**config.mk**
```make
export PLATFORM = sky130hd
export DESIGN_NAME = digit_scan_ctrl
export DESIGN_NICKNAME = d
export VERILOG_FILES = /design/src/rtl/digit_scan_ctrl.sv
export SDC_FILE = /design/constraint.sdc
export NUM_CORES = 1
export LEC_CHECK = 0
export CAP_MARGIN = 20
export CORE_ASPECT_RATIO = 0.6
export CORE_MARGIN = 2
export CORE_UTILIZATION = 30
export DETAILED_ROUTE_END_ITERATION = 12
export HOLD_SLACK_MARGIN = 0.05
export SETUP_SLACK_MARGIN = 0.15
export SKIP_LAST_GASP = 1
export SYNTH_ARGS = -nofsm -noshare
export SYNTH_HDL_FRONTEND = slang
export SYNTH_SLANG_ARGS = --single-unit
```
**constraint.sdc**
```tcl
create_clock -name clk -period 12.85 [get_ports clk]
set_clock_uncertainty 0.05 [all_clocks]
set_input_delay 2.57 -clock clk [delete_from_list [all_inputs] [get_ports clk]]
set_output_delay 2.57 -clock clk [all_outputs]
set_load 0.02 [all_outputs]
```
**src/rtl/digit_scan_ctrl.sv**
```systemverilog
`default_nettype none
// +----------------------------------------------------------------------------+
// | digit_scan_ctrl : N-digit multiplexed display scanner with PWM and guard    |
// | Rev 1.0                                                                    |
// +----------------------------------------------------------------------------+
module digit_scan_ctrl #(
  parameter int NUM_DIGITS  = 4,
  parameter int REFRESH_DIV = 100000,
  parameter int BRIGHT_W    = 4,
  parameter int GUARD       = 2,
  parameter bit ACTIVE_LOW  = 1'b1,
  localparam int SEL_W      = (NUM_DIGITS > 2) ? $clog2(NUM_DIGITS) : 1
) (
  input  logic                  clk,
  input  logic                  reset,
  input  logic                  enable,
  input  logic [BRIGHT_W-1:0]   brightness,
  input  logic [NUM_DIGITS-1:0] blank_mask,
  output logic [NUM_DIGITS-1:0] digit_en,
  output logic [SEL_W-1:0]      digit_sel,
  output logic                  slot_start
);

  localparam int C_CNT_W = (REFRESH_DIV > 2) ? $clog2(REFRESH_DIV) : 1;
  localparam logic [31:0] C_STEP  = REFRESH_DIV / (1 << BRIGHT_W);
  localparam logic [31:0] C_GUARD = GUARD;
  localparam logic [C_CNT_W-1:0] C_PRE_LAST = C_CNT_W'(REFRESH_DIV - 1);
  localparam logic [SEL_W-1:0]   C_SEL_LAST = SEL_W'(NUM_DIGITS - 1);

  if (NUM_DIGITS < 2) begin : g_chk_digits
    $error("digit_scan_ctrl: NUM_DIGITS must be >= 2");
  end
  if ((REFRESH_DIV % (1 << BRIGHT_W)) != 0) begin : g_chk_div
    $error("digit_scan_ctrl: REFRESH_DIV must be divisible by 2**BRIGHT_W");
  end
  if ((GUARD < 1) || (GUARD >= int'(C_STEP))) begin : g_chk_guard
    $error("digit_scan_ctrl: GUARD must satisfy 1 <= GUARD < STEP");
  end

  logic [C_CNT_W-1:0]    pre_cnt_q, pre_cnt_d;
  logic [SEL_W-1:0]      digit_sel_q, digit_sel_d;
  logic [BRIGHT_W-1:0]   bri_sh_q, bri_sh_d;
  logic [NUM_DIGITS-1:0] mask_sh_q, mask_sh_d;

  always_comb begin
    pre_cnt_d   = pre_cnt_q;
    digit_sel_d = digit_sel_q;
    bri_sh_d    = bri_sh_q;
    mask_sh_d   = mask_sh_q;
    if (enable) begin
      // Shadows capture during the always-dark first cycle of a slot.
      if (pre_cnt_q == '0) begin
        bri_sh_d  = brightness;
        mask_sh_d = blank_mask;
      end
      if (pre_cnt_q == C_PRE_LAST) begin
        pre_cnt_d   = '0;
        digit_sel_d = (digit_sel_q == C_SEL_LAST) ? '0 : digit_sel_q + SEL_W'(1);
      end else begin
        pre_cnt_d = pre_cnt_q + C_CNT_W'(1);
      end
    end
  end

  always_ff @(posedge clk) begin
    if (reset) begin
      pre_cnt_q   <= '0;
      digit_sel_q <= '0;
      bri_sh_q    <= '1;
      mask_sh_q   <= '0;
    end else begin
      pre_cnt_q   <= pre_cnt_d;
      digit_sel_q <= digit_sel_d;
      bri_sh_q    <= bri_sh_d;
      mask_sh_q   <= mask_sh_d;
    end
  end

  logic [31:0]           on_cycles;
  logic                  in_window;
  logic [NUM_DIGITS-1:0] lit_vec;

  always_comb begin
    on_cycles = (32'(bri_sh_q) + 32'd1) * C_STEP;
    in_window = (32'(pre_cnt_q) >= C_GUARD) && (32'(pre_cnt_q) < on_cycles);
    lit_vec   = '0;
    for (int i = 0; i < NUM_DIGITS; i++) begin
      lit_vec[i] = enable && in_window && !mask_sh_q[i] && (digit_sel_q == SEL_W'(i));
    end
    digit_en   = ACTIVE_LOW ? ~lit_vec : lit_vec;
    slot_start = enable && (pre_cnt_q == '0);
  end

  assign digit_sel = digit_sel_q;

endmodule
`default_nettype wire

```
==> metrics.md, run 1 <==
| Metric | Value |
|---|---|
| Status | completed |
| Post-DRT Antenna Nets | 0 |
| Crit path buffers/inverters | 1 |
| Syn Area/Cell | 8.68 µm² |
| Pwr/cell area | 144 nW/µm² |
| Die W | 122 µm |
| Sequential cell area fraction in the yosys report | 21.6% |
| Crit share post-route | 66.3% |
| Max-slew headroom | 51.1% |
| Placed instance area | 2770 µm² |
| Violation count after the first detailed-route iteration | 83 |
| Worst Tran Pin Value | 0.729 ns |
| Total negative setup slack | 0 ns |
| TritonCTS clock tree | yes |
| CTS sink count | 27 |
| Number of diodes | 0 |
| First-pass GRT wire length | 9450 µm |
| Layout Utilization | 35.7% |
| Drt wl/cell | 13.3 µm |
| CP Cell Sequence | ha_1 > xor2_1 > ha_1 > xor2_1 > ha_1 > ha_1 > ha_1 > a21o_1 > a211oi_1 > o211ai_1 > a31oi_1 > xor2_1 > ha_1 > nand3_1 > o22ai_1 > nor3_1 > nor2_1 > a211oi_1 > o2111ai_1 > clkdlybuf4s50_1 |
| Fin area | 2850 µm² |
| Num CTS Buffers | 3 |
| Setup crit end kind | output port |
| Crit path time final | 8.52 ns |
| Tot GR Track Use | 13.2% |
| Initial antenna violation count | 0 |
| Fin. max-slew vios | 0 |
| Grt total ovfl | 0 |
| GP Congestion | 0.837 |
| Full die area | 9110 µm² |
| CP dominant cell by count | ha_1 |
| Crit Path Category | reg2out |
| DRC | 0 |
| Clk pin slew, worst setup/hold paths | 0.07 ns |
| Crit-path slowest cell | a211oi_1 |
| FFs w/ async S/R, synth | 0% |
| Peak fanout along the critical path | 6 |
| Flop and latch count out of synthesis | 27 |
| Initial Util | 31.4% |
| Syn Nets | 355 |
| Unique masters post-synth | 44 |
| Post-Place Cells | 407 |
| Mapped cell area | 2500 µm² |
| P_leak | 1.27 nW |
| FP Rows | 25 |
| Top-level I/O count | 18 |
| Clk buf depth | 2 |
| Core footprint | 7980 µm² |
| # Post-CTS Setup Buffers | 0 |
| Layout net count | 371 |
| CP required | 10.23 ns |
| Layout cells sized above 1 | 3.63% |
| Dpl hpwl | 4410 µm |
| Gate Count Post-Synth | 288 |
| Via count | 2029 |
| Drt total wl | 5460 µm |
| Clock insertion delay at the later pin of the skew report | 0.27 ns |
| Synth warnings | 0 |
| RSZ-0062 raised after global routing | no |
| Non-filler instance count after layout | 411 |
| CP Data Arrival Time | 5.90 ns |
| Hold buffer count at CTS | 0 |
| FMAX | 117 MHz |
| Initial DRT Pass Iterations | 4 |
| Fin. Hold Viols | 0 |
| Max_cap viols | 0 |
| Area grow syn2layout | 13.9% |
| Synth Flop Type | dfxtp_1 |
| Final setup fails | 0 |
| CTS H-tree depth | 1 |
| Largest net degree at the start of global routing | 18 |
| Drt via density | 4.94 |
| CP top delay family | compound AO/OA/AOI/OAI gates |
| Max incr delay on CP | 0.58 ns |
| Post-synth EDFFs | 0 |
| Worst Hold Class | reg2reg |
| Clk root buf | clkbuf_16 |
| Number of global-route vias before repair | 1976 |
| Post-CTS sizing | 0 |
| Total power | 0.000411 W |
| Number of port buffers | 17 |
| Max VDD drop | 55.2 µV |
| Startpoint types | flop |
| Chip Height | 74.7 µm |
[flip-flops by register name, summed over array words and instances (netlist names)]
register and count:
bri_sh_q 4, digit_sel 2, pre_cnt_q 17, mask_sh_q 4
[worst min-delay path, delay by kind of cell, from the launching register on]
family / cells / cell delay [ns]
muxes: 1 / 0.07
and+or+nand+nor: 1 / 0.07
DFF: 1 / 0.33
[where the power goes]
group	switching [W]	total [W]	internal (W)
sequential	0.00000387	0.0000905	0.0000866
combinational	0.000142	0.000246	0.000104
clock	0.0000321	0.0000746	0.0000424
[cell type report]
class / instances / area [µm²]
Inverter: 24 / 90.1
Clock buffer: 3 / 75.1
Timing Repair Buffer: 17 / 170
Multi-Input combinational cell: 231 / 1830
Clock inverter: 1 / 7.51
Sequential cell: 27 / 541
Tap cell: 108 / 135
Fill cell: 835 / 5130
[placed cells by master, fill, tap and decap left out, drive strengths merged, types with 2 or more instances in the layout]
cell            n
a211oi          3
a21o            4
a21oi          19
a31oi           2
and3            4
clkbuf          3
clkdlybuf4s50  17
dfxtp          27
ha             55
inv            24
mux2i           7
nand2          13
nand3          14
nand4           8
nor2           29
nor3            3
nor4            3
o2111ai         4
o211ai          4
o21ai           9
or3             4
xnor2          13
xor2           18
[final timing paths]
path                                                 start                         to  slack (ns)  cells past startpoint
worst min-delay path             mask_sh_q[2]$_SDFFE_PP0P_  mask_sh_q[2]$_SDFFE_PP0P_        0.45                      2
worst min register to register   mask_sh_q[2]$_SDFFE_PP0P_  mask_sh_q[2]$_SDFFE_PP0P_        0.45                      2
worst max-delay path              bri_sh_q[0]$_SDFFE_PP1P_                digit_en[1]        4.33                     20
worst max register to register  pre_cnt_q[11]$_SDFFE_PP0P_   bri_sh_q[3]$_SDFFE_PP1P_       10.72                      6
[Yosys cell counts, types with 2 or more instances]
library cell,instances,area (µm²)
ha_1,55,688
nand3_1,12,60.1
xnor2_1,13,114
a21oi_1,19,95.1
a211oi_1,3,22.5
o211ai_1,4,30.0
o2111ai_1,4,35.0
a21o_1,4,30.0
nand3_2,2,20.0
nand2_1,12,45.0
buf_2,2,10.0
mux2i_1,7,70.1
xor2_1,18,158
nor3_1,3,15.0
clkbuf_1,2,7.51
and3_1,4,25.0
dfxtp_1,27,541
o21ai_0,9,45.0
nor2_1,28,105
nor4_1,2,12.5
a31oi_1,2,12.5
inv_1,24,90.1
or3_1,4,25.0
nand4_1,8,50.1
[metal layers]
layer,track usage [%],vias to the layer above,wire length (µm)
met5,0,-,0
met4,2.43,0,46
met3,3.48,4,227
met2,18.8,25,1950
met1,19.9,941,3240
li1,-,1059,-
[metrics by stage]
step / hold slack [ns] / setup slack (ns)
after floorplan: 0.410 / 5.84
after global placement: 0.426 / 4.84
after detailed placement: 0.436 / 4.64
after CTS: 0.456 / 4.33
after global routing: 0.494 / 3.81
final: 0.450 / 4.33
[cell families (layout without fill, tap and decap cells)]
logic type | Yosys count | count (layout) | share of synthesized area, %
flip-flops | 27 | 27 | 21.6
multiplexers | 7 | 7 | 2.80
AND/OR/NAND/NOR | 84 | 84 | 17.8
buffers and inverters | 30 | 45 | 5.25
AO/OA/AOI/OAI | 53 | 53 | 13.4
adder cells (fa/ha/maj) | 56 | 56 | 28.3
XOR/XNOR | 31 | 31 | 10.9
(Power assumes the default switching activity.)
==> inputs of run 2 (changes only) <==
==> constraint.sdc (replaced) <==
create_clock -name clk -period 7.9 [get_ports clk]
set_clock_uncertainty 0.05 [all_clocks]
set_input_delay 1.58 -clock clk [delete_from_list [all_inputs] [get_ports clk]]
set_output_delay 1.58 -clock clk [all_outputs]
set_load 0.02 [all_outputs]
==> run 2 against run 1 <==
  * Routed wire length is 0.42% higher
  * Cell count did not move
  * Setup slack worse by 3.7 ns
  * Power rose by 63%
  * Design area rose by 0.44%
  * Core utilization grew 0.16 points
  * Combinational power rose by 63%
  * First-iteration DRC count up 12%
  * Non-clock buffer count is the same
  * Via count up 0.64%
  * Critical path depth unchanged
  * Critical endpoint is now digit_en[3]
  * Largest cell class unchanged
==> metrics.md, run 2 (synthesized netlist as in run 1, its figures left out) <==
| Metric | Value |
|---|---|
| Core footprint | 7980 µm² |
| Placed instance area | 2770 µm² |
| Final setup fails | 0 |
| Status | completed |
| P_leak | 1.27 nW |
| Drt wl/cell | 13.3 µm |
| Crit-path slowest cell | clkdlybuf4s50_1 |
| Fin. Hold Viols | 0 |
| Largest net degree at the start of global routing | 18 |
| Number of port buffers | 17 |
| DRC | 0 |
| RSZ-0062 raised after global routing | no |
| CP Data Arrival Time | 5.61 ns |
| # Post-CTS Setup Buffers | 0 |
| Layout Utilization | 35.9% |
| Drt total wl | 5490 µm |
| Area of the multi-input gates | 1840 µm² |
| Startpoint types | flop |
| Initial antenna violation count | 0 |
| Post-DRT Antenna Nets | 0 |
| CP top delay family | compound AO/OA/AOI/OAI gates |
| Top-level I/O count | 18 |
| Layout cells sized above 1 | 4.29% |
| Via count | 2042 |
| Hold buffer count at CTS | 0 |
| Max_cap viols | 0 |
| Total power | 0.000671 W |
| Grt total ovfl | 0 |
| Clock insertion delay at the later pin of the skew report | 0.27 ns |
| Commonest cells after routing, fill and taps aside | 55 x ha_1, 28 x nor2_1, 27 x dfxtp_1, 24 x inv_1, 19 x a21oi_1 |
| Clk buf depth | 2 |
| FP Rows | 25 |
| Crit share post-route | 91.7% |
| CP dominant cell by count | ha_1 |
| Chip Height | 74.7 µm |
| Setup crit end kind | output port |
| CP required | 6.27 ns |
| Number of diodes | 0 |
| Post-CTS sizing | 0 |
| Layout net count | 371 |
| Number of global-route vias before repair | 1952 |
| Area grow syn2layout | 14.4% |
| Clk root buf | clkbuf_16 |
| Peak fanout along the critical path | 6 |
| Reg area | 541 µm² |
| CP Cell Sequence | ha_1 > xor2_2 > ha_1 > xor2_1 > ha_1 > ha_1 > ha_1 > a21o_1 > a211oi_1 > o211ai_1 > a31oi_1 > xor2_1 > ha_1 > nand3_1 > o22ai_1 > nor3_1 > nor2_1 > a211oi_2 > o2111ai_1 > clkdlybuf4s50_1 |
| CTS H-tree depth | 1 |
| Tot GR Track Use | 13.0% |
| Pwr/cell area | 235 nW/µm² |
| Max VDD drop | 86.5 µV |
| Max-slew headroom | 60.2% |
| Initial DRT Pass Iterations | 4 |
| Max reg flops | 17 |
| Crit Path Category | reg2out |
| Clk pin slew, worst setup/hold paths | 0.08 ns |
| Fillcell total | 828 |
| FMAX | 138 MHz |
| Fin area | 2860 µm² |
| TritonCTS clock tree | yes |
| Top reg by flops | pre_cnt_q |
| Full die area | 9110 µm² |
| Initial Util | 31.4% |
| Drt via density | 4.97 |
| Worst Hold Class | reg2reg |
| Violation count after the first detailed-route iteration | 93 |
| Dpl hpwl | 4380 µm |
| Num CTS Buffers | 3 |
| Commonest non-fill, non-tap cell in the layout | ha_1 |
| Total negative setup slack | 0 ns |
| GP Congestion | 0.837 |
| Crit path time final | 7.24 ns |
| CTS sink count | 27 |
| First-pass GRT wire length | 9250 µm |
| Largest registers | pre_cnt_q x17, bri_sh_q x4, mask_sh_q x4 |
| Fin. max-slew vios | 0 |
| Hold_ws | 0.450 ns |
| Worst Tran Pin Value | 0.591 ns |
| Max incr delay on CP | 0.57 ns |
| Die W | 122 µm |
| Crit path buffers/inverters | 1 |
run 2: cell counts in the layout (fill, tap and decap cells not counted):
Identical to the previous run, type by type.
run 2: layout make-up:
type	instances	share of cell area, %
Multi-Input combinational cell	231	64.4
Tap cell	108	4.72
Timing Repair Buffer	17	5.95
Sequential cell	27	18.9
Clock buffer	3	2.62
Clock inverter	1	0.262
Inverter	24	3.15
run 2: power by group:
part / internal, W / switching [W] / leakage, nW
Sequential: 0.000141 / 0.00000641 / 0.219
Combinational: 0.000169 / 0.000233 / 1.01
Clock: 0.0000691 / 0.0000532 / 0.0371
Total: 0.000379 / 0.000292 / 1.27
run 2: metrics by stage:
step / instances / setup WS (ns)
global route: 411 / 0.281
floorplan: 288 / 1.88
CTS: 411 / 0.343
global placement: 407 / 0.884
detailed placement: 407 / 0.676
finish: 411 / 0.658
run 2: per-layer routing:
| layer | track usage (%) | part of all wire, % |
|---|---|---|
| met5 | 0 | 0 |
| met4 | 2.43 | 0.53 |
| met2 | 18.6 | 36 |
| met1 | 19.7 | 58 |
| met3 | 3.26 | 4.7 |
run 2: final timing paths:
path / start / end / slack [ns] / cells after the start
max reg2reg: pre_cnt_q[11]$_SDFFE_PP0P_ / bri_sh_q[3]$_SDFFE_PP1P_ / 5.78 / 6
min reg2reg: mask_sh_q[2]$_SDFFE_PP0P_ / mask_sh_q[2]$_SDFFE_PP0P_ / 0.45 / 2
min: mask_sh_q[2]$_SDFFE_PP0P_ / mask_sh_q[2]$_SDFFE_PP0P_ / 0.45 / 2
max: bri_sh_q[0]$_SDFFE_PP1P_ / digit_en[3] / 0.66 / 20
run 2: worst register-to-register path, cell delays in order, from the launching register on:
cell     delay, ns
dfxtp_1       0.36
or4_4         0.58
nor4_4        0.20
nand3_2       0.15
nor2_4        0.33
nor2b_1       0.09
a211o_1       0.27
==> inputs of run 3 (changes only) <==
--- a/config.mk
+++ b/config.mk
@@ -5,7 +5,6 @@
 export SDC_FILE = /design/constraint.sdc
 export NUM_CORES = 1
 export LEC_CHECK = 0
-export CAP_MARGIN = 20
 export CORE_ASPECT_RATIO = 0.6
 export CORE_MARGIN = 2
 export CORE_UTILIZATION = 30
==> results of run 3 <==
No change in the layout: final DEF, timing and power equal those of run 2.
